### src/rtl/hazard_ctrl_if.sv
// hazard_ctrl_if: pipeline-stage signals exchanged between the datapath and the hazard unit.
interface hazard_ctrl_if #(parameter int REG_AW = 5);
    logic [REG_AW-1:0] rsD, rtD, rsE, rtE, writeregE, writeregM, writeregW;
    logic branchD, regwriteE, memtoregE, divE, regwriteM, memtoregM, regwriteW;
    logic mem_stall, excM;
    logic forwardaD, forwardbD;
    logic [1:0] forwardaE, forwardbE;
    logic stallF, stallD, stallE, stallM, stallW;
    logic flushD, flushE, flushM, flushW;
    logic div_busy, div_done;
    modport master (
        output rsD, rtD, rsE, rtE, writeregE, writeregM, writeregW,
        output branchD, regwriteE, memtoregE, divE, regwriteM, memtoregM, regwriteW,
        output mem_stall, excM,
        input  forwardaD, forwardbD, forwardaE, forwardbE,
        input  stallF, stallD, stallE, stallM, stallW,
        input  flushD, flushE, flushM, flushW, div_busy, div_done
    );
    modport slave (
        input  rsD, rtD, rsE, rtE, writeregE, writeregM, writeregW,
        input  branchD, regwriteE, memtoregE, divE, regwriteM, memtoregM, regwriteW,
        input  mem_stall, excM,
        output forwardaD, forwardbD, forwardaE, forwardbE,
        output stallF, stallD, stallE, stallM, stallW,
        output flushD, flushE, flushM, flushW, div_busy, div_done
    );
endinterface

### src/rtl/hazard_ctrl.sv
// hazard_ctrl: forwarding selects, load/branch/divider stalls and exception flushes for a 5-stage pipeline.
module hazard_ctrl #(
    parameter int REG_AW  = 5,
    parameter int DIV_LAT = 32
) (
    input logic clk,
    input logic resetn,
    hazard_ctrl_if.slave hz
);
    typedef enum logic [1:0] {IDLE, BUSY, DONE} divStateT;
    localparam logic [REG_AW-1:0] zeroReg = '0;
    divStateT state, stateNext;
    logic [7:0] cnt, cntNext;
    logic lwStall, brStall, divStall, anyStall;
    function automatic logic [1:0] fwdSel(input logic [REG_AW-1:0] r);
        return (r != zeroReg && r == hz.writeregM && hz.regwriteM) ? 2'b10 :
               (r != zeroReg && r == hz.writeregW && hz.regwriteW) ? 2'b01 : 2'b00;
    endfunction
    assign hz.forwardaD = hz.rsD != zeroReg && hz.rsD == hz.writeregM && hz.regwriteM;
    assign hz.forwardbD = hz.rtD != zeroReg && hz.rtD == hz.writeregM && hz.regwriteM;
    assign hz.forwardaE = fwdSel(hz.rsE);
    assign hz.forwardbE = fwdSel(hz.rtE);
    assign lwStall = hz.memtoregE && hz.writeregE != zeroReg &&
                     (hz.writeregE == hz.rsD || hz.writeregE == hz.rtD);
    assign brStall = hz.branchD &&
        ((hz.regwriteE && hz.writeregE != zeroReg && (hz.writeregE == hz.rsD || hz.writeregE == hz.rtD)) ||
         (hz.memtoregM && hz.writeregM != zeroReg && (hz.writeregM == hz.rsD || hz.writeregM == hz.rtD)));
    // The IDLE term lets the divide stall its first cycle without waiting for the state register.
    assign divStall = (state == IDLE && hz.divE) || state == BUSY;
    assign anyStall = lwStall || brStall || divStall || hz.mem_stall;
    assign hz.stallF = !hz.excM && anyStall;
    assign hz.stallD = !hz.excM && anyStall;
    assign hz.stallE = !hz.excM && (brStall || divStall || hz.mem_stall);
    assign hz.stallM = !hz.excM && hz.mem_stall;
    assign hz.stallW = !hz.excM && hz.mem_stall;
    assign hz.flushD = hz.excM;
    assign hz.flushE = hz.excM || ((lwStall || brStall) && !divStall && !hz.mem_stall);
    assign hz.flushM = hz.excM;
    assign hz.flushW = 1'b0;
    assign hz.div_busy = state == BUSY;
    assign hz.div_done = state == DONE;
    always_ff @(posedge clk or negedge resetn) begin
        if (!resetn) begin
            state <= IDLE;
            cnt   <= '0;
        end else begin
            state <= stateNext;
            cnt   <= cntNext;
        end
    end
    // The counter ignores mem_stall so the divide latency is fixed in cycles.
    always_comb begin
        stateNext = state;
        cntNext   = cnt;
        if (hz.excM) begin
            stateNext = IDLE;
            cntNext   = '0;
        end else begin
            case (state)
                IDLE: if (hz.divE) begin
                    stateNext = BUSY;
                    cntNext   = 8'(DIV_LAT - 1);
                end
                BUSY: begin
                    cntNext   = cnt <= 8'd1 ? 8'd0 : cnt - 8'd1;
                    stateNext = cnt <= 8'd1 ? DONE : BUSY;
                end
                default: begin
                    stateNext = IDLE;
                    cntNext   = '0;
                end
            endcase
        end
    end
endmodule

### src/flat_wrapper.sv
// flat-port wrapper written by rule: the top's interface ports become plain ports
module hazard_ctrl_flat 
#(
    parameter int REG_AW  = 5,
    parameter int DIV_LAT = 32
)
  (clk, resetn, hz_rsD, hz_rtD, hz_rsE, hz_rtE, hz_writeregE, hz_writeregM, hz_writeregW, hz_branchD, hz_regwriteE, hz_memtoregE, hz_divE, hz_regwriteM, hz_memtoregM, hz_regwriteW, hz_mem_stall, hz_excM, hz_forwardaD, hz_forwardbD, hz_forwardaE, hz_forwardbE, hz_stallF, hz_stallD, hz_stallE, hz_stallM, hz_stallW, hz_flushD, hz_flushE, hz_flushM, hz_flushW, hz_div_busy, hz_div_done);
  hazard_ctrl_if #(.REG_AW(REG_AW)) hz_i ();
  input logic clk;
  input logic resetn;
  input wire logic [$bits(hz_i.rsD)-1:0] hz_rsD;
  input wire logic [$bits(hz_i.rtD)-1:0] hz_rtD;
  input wire logic [$bits(hz_i.rsE)-1:0] hz_rsE;
  input wire logic [$bits(hz_i.rtE)-1:0] hz_rtE;
  input wire logic [$bits(hz_i.writeregE)-1:0] hz_writeregE;
  input wire logic [$bits(hz_i.writeregM)-1:0] hz_writeregM;
  input wire logic [$bits(hz_i.writeregW)-1:0] hz_writeregW;
  input wire logic [$bits(hz_i.branchD)-1:0] hz_branchD;
  input wire logic [$bits(hz_i.regwriteE)-1:0] hz_regwriteE;
  input wire logic [$bits(hz_i.memtoregE)-1:0] hz_memtoregE;
  input wire logic [$bits(hz_i.divE)-1:0] hz_divE;
  input wire logic [$bits(hz_i.regwriteM)-1:0] hz_regwriteM;
  input wire logic [$bits(hz_i.memtoregM)-1:0] hz_memtoregM;
  input wire logic [$bits(hz_i.regwriteW)-1:0] hz_regwriteW;
  input wire logic [$bits(hz_i.mem_stall)-1:0] hz_mem_stall;
  input wire logic [$bits(hz_i.excM)-1:0] hz_excM;
  output wire logic [$bits(hz_i.forwardaD)-1:0] hz_forwardaD;
  output wire logic [$bits(hz_i.forwardbD)-1:0] hz_forwardbD;
  output wire logic [$bits(hz_i.forwardaE)-1:0] hz_forwardaE;
  output wire logic [$bits(hz_i.forwardbE)-1:0] hz_forwardbE;
  output wire logic [$bits(hz_i.stallF)-1:0] hz_stallF;
  output wire logic [$bits(hz_i.stallD)-1:0] hz_stallD;
  output wire logic [$bits(hz_i.stallE)-1:0] hz_stallE;
  output wire logic [$bits(hz_i.stallM)-1:0] hz_stallM;
  output wire logic [$bits(hz_i.stallW)-1:0] hz_stallW;
  output wire logic [$bits(hz_i.flushD)-1:0] hz_flushD;
  output wire logic [$bits(hz_i.flushE)-1:0] hz_flushE;
  output wire logic [$bits(hz_i.flushM)-1:0] hz_flushM;
  output wire logic [$bits(hz_i.flushW)-1:0] hz_flushW;
  output wire logic [$bits(hz_i.div_busy)-1:0] hz_div_busy;
  output wire logic [$bits(hz_i.div_done)-1:0] hz_div_done;
  assign hz_i.rsD = hz_rsD;
  assign hz_i.rtD = hz_rtD;
  assign hz_i.rsE = hz_rsE;
  assign hz_i.rtE = hz_rtE;
  assign hz_i.writeregE = hz_writeregE;
  assign hz_i.writeregM = hz_writeregM;
  assign hz_i.writeregW = hz_writeregW;
  assign hz_i.branchD = hz_branchD;
  assign hz_i.regwriteE = hz_regwriteE;
  assign hz_i.memtoregE = hz_memtoregE;
  assign hz_i.divE = hz_divE;
  assign hz_i.regwriteM = hz_regwriteM;
  assign hz_i.memtoregM = hz_memtoregM;
  assign hz_i.regwriteW = hz_regwriteW;
  assign hz_i.mem_stall = hz_mem_stall;
  assign hz_i.excM = hz_excM;
  assign hz_forwardaD = hz_i.forwardaD;
  assign hz_forwardbD = hz_i.forwardbD;
  assign hz_forwardaE = hz_i.forwardaE;
  assign hz_forwardbE = hz_i.forwardbE;
  assign hz_stallF = hz_i.stallF;
  assign hz_stallD = hz_i.stallD;
  assign hz_stallE = hz_i.stallE;
  assign hz_stallM = hz_i.stallM;
  assign hz_stallW = hz_i.stallW;
  assign hz_flushD = hz_i.flushD;
  assign hz_flushE = hz_i.flushE;
  assign hz_flushM = hz_i.flushM;
  assign hz_flushW = hz_i.flushW;
  assign hz_div_busy = hz_i.div_busy;
  assign hz_div_done = hz_i.div_done;
  hazard_ctrl #(.REG_AW(REG_AW), .DIV_LAT(DIV_LAT)) u_core (.clk(clk), .resetn(resetn), .hz(hz_i));
endmodule
### config.mk
export PLATFORM = sky130hd
export DESIGN_NAME = hazard_ctrl_flat
export DESIGN_NICKNAME = d
export VERILOG_FILES = /design/src/rtl/hazard_ctrl_if.sv /design/src/rtl/hazard_ctrl.sv /design/src/flat_wrapper.sv
export SDC_FILE = /design/constraint.sdc
export NUM_CORES = 1
export LEC_CHECK = 0
export CORE_MARGIN = 1.5
export CORE_UTILIZATION = 44
export CTS_CLUSTER_SIZE = 40
export DETAILED_ROUTE_END_ITERATION = 8
export GPL_TIMING_DRIVEN = 0
export PLACE_DENSITY = 0.95
export SLEW_MARGIN = 5
export SYNTH_ARGS = -nofsm -noshare
export SYNTH_HDL_FRONTEND = slang
export SYNTH_SLANG_ARGS = --single-unit
### constraint.sdc
create_clock -name clk -period 5 [get_ports clk]
set_clock_uncertainty 0.1 [all_clocks]
set_input_delay 1.25 -clock clk [delete_from_list [all_inputs] [get_ports clk]]
set_output_delay 1.25 -clock clk [all_outputs]
set_load 0.005 [all_outputs]
After elaboration in Yosys (flattened, before gate mapping)

Cells that the tools add are included.

Register bits: 10
Output and inout bits: 17
Word-level logic and storage cells: 74

Add/subtract/negate cells: 1
Magnitude comparators: 1
Equality and inequality tests: 13
Muxes and demuxes: 12
Reductions and logical operators: 45

Operators by type and width:

| kind                | number |
|---|---|
| $eq 5x5->1          | 10 |
| $reduce_bool 5->1   | 6 |
| $logic_and 1x1->1   | 25 |
| $mux 8              | 3 |
| $pmux 8 s2          | 1 |
| $logic_or 1x1->1    | 10 |
| $mux 2              | 5 |
| $le 8x1->1 const B  | 1 |
| $sub 8x1->8 const B | 1 |
| $pmux 2 s2          | 1 |
| $logic_not 1->1     | 3 |
| $ne 3x3->1 const B  | 1 |
| $eq 2x1->1 const B  | 1 |
| $eq 2x2->1 const B  | 1 |
| $logic_not 2->1     | 1 |
| $mux 1              | 2 |

Depth between registers and ports, before layout

Depth after elaboration: 9
Mapped depth: 7
Depth with buffers taken out: 7

Worst setup path after synthesis

OpenSTA, ideal clock, no wires.

Path type: input -> output
From: in hz_writeregM[1]
To: out hz_stallF
Arrival: 2628 ps
Slack: 1022 ps
Stages on the path: 7
Path buffers: 2
Cell sequence: clkbuf_1 or4_1 o211ai_1 nor2_1 o21ai_0 o311ai_0 buf_4

Word-level cells in the longest chain between the ends: 9
Elaborated cells on any way between the ends: 12

RTL lines:

| item                                                         | RTL line           | RTL |
|---|---|---|
| start: declaration                                           | flat_wrapper.sv:16 | `input wire logic [$bits(hz_i.writeregM)-1:0] hz_writeregM;` |
| $eq 5x5->1 / $reduce_bool 5->1 (equally long branches)       | hazard_ctrl.sv:27  | `(hz.memtoregM && hz.writeregM != zeroReg && (hz.writeregM == hz.rsD \|\| hz.writeregM == hz.rtD)));` |
| $logic_or 1x1->1 / $logic_and 1x1->1 (equally long branches) | hazard_ctrl.sv:27  |  |
| $logic_and 1x1->1 (*)                                        | hazard_ctrl.sv:27  |  |
| $logic_or 1x1->1 (*)                                         | hazard_ctrl.sv:26  | `((hz.regwriteE && hz.writeregE != zeroReg && (hz.writeregE == hz.rsD \|\| hz.writeregE == hz.rtD)) \|\|` |
| $logic_and 1x1->1 (*)                                        | hazard_ctrl.sv:25  | `assign brStall = hz.branchD &&` |
| $logic_or 1x1->1 (*) (3 in a row)                            | hazard_ctrl.sv:30  | `assign anyStall = lwStall \|\| brStall \|\| divStall \|\| hz.mem_stall;` |
| $logic_and 1x1->1 (*)                                        | -                  |  |
| end: declaration                                             | flat_wrapper.sv:31 | `output wire logic [$bits(hz_i.stallF)-1:0] hz_stallF;` |

Every way passes the cells marked *; elsewhere a longest branch is shown, timed or not.

Final worst setup path

From: in hz_rtD[4]
To: out hz_stallF

Word-level cells in the longest chain between the ends: 9
Elaborated cells on any way between the ends: 13

RTL lines:

| item                                 | RTL line                                                | RTL |
|---|---|---|
| start: declaration                   | flat_wrapper.sv:12                                      | `input wire logic [$bits(hz_i.rtD)-1:0] hz_rtD;` |
| $eq 5x5->1 (on tied branches)        | hazard_ctrl.sv:24, hazard_ctrl.sv:26, hazard_ctrl.sv:27 |  |
| $logic_or 1x1->1 (on tied branches)  | hazard_ctrl.sv:24, hazard_ctrl.sv:26, hazard_ctrl.sv:27 |  |
| $logic_and 1x1->1 (on tied branches) | hazard_ctrl.sv:26, hazard_ctrl.sv:27                    |  |
| $logic_or 1x1->1                     | hazard_ctrl.sv:26                                       |  |
| $logic_and 1x1->1                    | hazard_ctrl.sv:25                                       |  |
| $logic_or 1x1->1 (*) (3 in a row)    | hazard_ctrl.sv:30                                       |  |
| $logic_and 1x1->1 (*)                | hazard_ctrl.sv:31                                       | `assign hz.stallF = !hz.excM && anyStall;` |

Marks and branches as above.

==> flow_summary.yaml <==
outcome:
  status: "finished, final reports clean"
critical_path:
  cp_cell_sequence: "clkdlybuf4s50_1 > xnor2_1 > nand3_1 > o32ai_1 > o21ai_0 > o311ai_1 > buf_4 > clkdlybuf4s50_1"
  cpLargestDelayFamily: "buffers and inverters"
  crit_required_ns: 3.65
  crit_arrival_ns: 3.43
  critPathMaxFanout: 3
  path_buf_inv: 3
  critical_path_class: "in2out"
  critPathLaunchType: "input pin"
  cp_common_cell: "clkdlybuf4s50_1"
  slowest_stage: "clkdlybuf4s50_1"
  critPathMaxStageDelay_ns: 0.56
  end_kind: "output pin"
grt:
  grt_pass1_vias: 1291
  track_usage_pct: 21.0
  grt_overflow: 0
  antenna_found_initial: 0
  grt_pass1_wl_mm: 5.46
  grt_max_degree: 11
power:
  vdd_drop_max_mv: 0.268
  power_density_nw_per_um2: 214
  p_leak_nw: 0.710
clocking:
  cts_buffer_depth: 2
  cts_tree: "done"
  clkTransAtPathRegs_ns: 0.07
  clock_sinks: 10
  cts_root_buf: "clkbuf_4"
  clock_latency_ns: 0.27
  cts_buffers: 3
  htreeDepth: 1
timing:
  finalSetupViolations: 0
  finalSetupTns_ns: 0
  finalMaxSlewViolations: 0
  post-route-min-period_ns: 4.78
  rsz0062_at_grt: "no"
  slew_headroom_pct: 52.7
  worst_slew_pin_slew_ns: 0.704
  final_hold_viol_count: 0
  fmax_mhz: 209
  period_share_pct: 95.7
die:
  die_w_um: 56.5
  die_area_sq_um: 3200
  core_area_sq_um: 2730
  rows: 19
  die_y_um: 56.5
  num_io_pins: 63
  start_util_pct: 46.1
place:
  globalplace.congestion: 0.832
  dp_hpwl_mm: 2.77
  portBuffers: 55
  dp.cells: 237
route:
  vias: 1327
  first_pass_iters: 4
  ant_nets: 0
  wl_per_cell_um: 13.3
  wl_mm: 3.22
  drcViolationCount: 0
  vias_per_cell: 5.51
  drt_iter0_markers: 29
synthesis:
  ys.warnings.count: 0
  synthArstFlopShare_pct: 100
  ys_seq_elements: 10
  synthFlopType: "dfrtp_1"
  ys_seq_area_share_pct: 19.8
  synth_area_per_cell_sq_um: 8.35
  synth.cell_area_sq_um: 1260
  syn_inst: 151
  syn_nets: 199
  synth_edf_count: 0
  synth_cell_types: 38
cells_and_area:
  drive_above_1_share_pct: 10.0
  seq_area_sq_um: 250
  fin_cells: 241
  multi_input_area_sq_um: 922
  fillers: 199
  area_delta_synth_final_pct: 49.6
  nets: 259
  antennaDiodeCount: 0
flow_run:
  drv_cap: 0
hold_path:
  hold_path.class: "reg2reg"
## Yosys cell counts, types with 4 or more instances
cell / count / area, sq um
clkbuf_1: 6 / 22.5
or4_1: 4 / 30.0
xnor2_1: 32 / 280
nor4_1: 5 / 31.3
nor2_1: 11 / 41.3
dfrtp_1: 10 / 250
nand2_1: 6 / 22.5
buf_4: 5 / 37.5
o21ai_0: 6 / 30.0
nand3_1: 4 / 20.0
nand4_1: 4 / 25.0
xor2_1: 11 / 96.3
inv_1: 5 / 18.8
## layout make-up
cell class              count  share of cell area (%)
repair buffers             55                    29.2
clock buffers               4                    1.92
plain buffers              13                    3.71
multi-input cells         123                    48.9
inverters                   5                   0.995
well taps                  31                    2.06
flip-flops and latches     10                    13.3
## layout by cell type (no fill, tap or decap), drive strengths merged, types with 5 or more instances in the layout
cell / Yosys / final
clkdlybuf4s50: 0 / 55
xnor2: 32 / 32
nor2: 11 / 11
xor2: 11 / 11
dfrtp: 10 / 10
clkbuf: 6 / 10
nor4: 7 / 7
buf: 7 / 7
nand2: 6 / 6
o21ai: 6 / 6
inv: 5 / 5
or4: 5 / 5
a22o: 5 / 5
## per-layer routing
metal,vias to the layer above,wire length (um),global-route usage [%]
met5,-,0,0
met4,0,40,7.14
met3,6,220,5.30
met2,51,1640,37.5
met1,618,1310,24.1
li1,652,-,-
## worst paths after layout
check,startpoint,slack (ns),end,cells after the start
worst max-delay path,hz_rtD[4],0.22,hz_stallF,8
worst min-delay path,u_core.cnt[1],0.43,u_core.cnt[1],1
worst max register to register,u_core.cnt[4],2.88,u_core.cnt[2],5
worst min register to register,u_core.cnt[1],0.43,u_core.cnt[1],1
max in group asynchronous,resetn,3.31,u_core.state[0],1
min in group asynchronous,resetn,1.19,u_core.cnt[4],1
## kinds of logic (layout without fill, tap and decap cells)
| family | Yosys count | after routing | share of synthesized area [%] |
|---|---|---|---|
| other cells | 1 | 1 | 0.297 |
| buf+inv | 18 | 77 | 7.04 |
| simple gates | 50 | 50 | 23.4 |
| xor+xnor | 43 | 43 | 29.9 |
| fa+ha+maj | 2 | 2 | 1.98 |
| compound gates | 27 | 27 | 17.6 |
| flops | 10 | 10 | 19.8 |
## sequential cells by signal, indices dropped and copies added, names as in the netlist
register and count:
u_core.cnt 8, u_core.state 2
## timing repair
| item | in CTS | in global routing |
|---|---|---|
| hold endpoints to repair | 0 | 0 |
| buffers inserted | 0 | 0 |
| hold buffers | 0 | 0 |
| setup endpoints to repair | 0 | 1 |
| resized for setup | 0 | 1 |
## per-stage QoR
| stage | total power, W | utilization, % | hold slack [ns] | area [sq um] | setup WS, ns |
|---|---|---|---|---|---|
| floorplan | 0.000250 | - | 0.391 | 1260 | 1.02 |
| global placement | 0.000325 | 67.7 | 0.412 | 1850 | 0.156 |
| detailed placement | 0.000332 | 67.7 | 0.413 | 1850 | 0.116 |
| CTS | 0.000408 | 69.0 | 0.432 | 1890 | 0.116 |
| global route | 0.000434 | 69.0 | 0.469 | 1890 | 0.0634 |
| finish | 0.000405 | 69.0 | 0.430 | 1890 | 0.217 |
## report_power, final
group | leakage, nW | internal [W] | switching [W]
registers | 0.131 | 0.0000973 | 0.0000202
clock network | 0.0210 | 0.0000443 | 0.0000303
logic | 0.557 | 0.000120 | 0.0000928
total | 0.710 | 0.000261 | 0.000143
No activity file was read; power rests on OpenSTA's default activity.
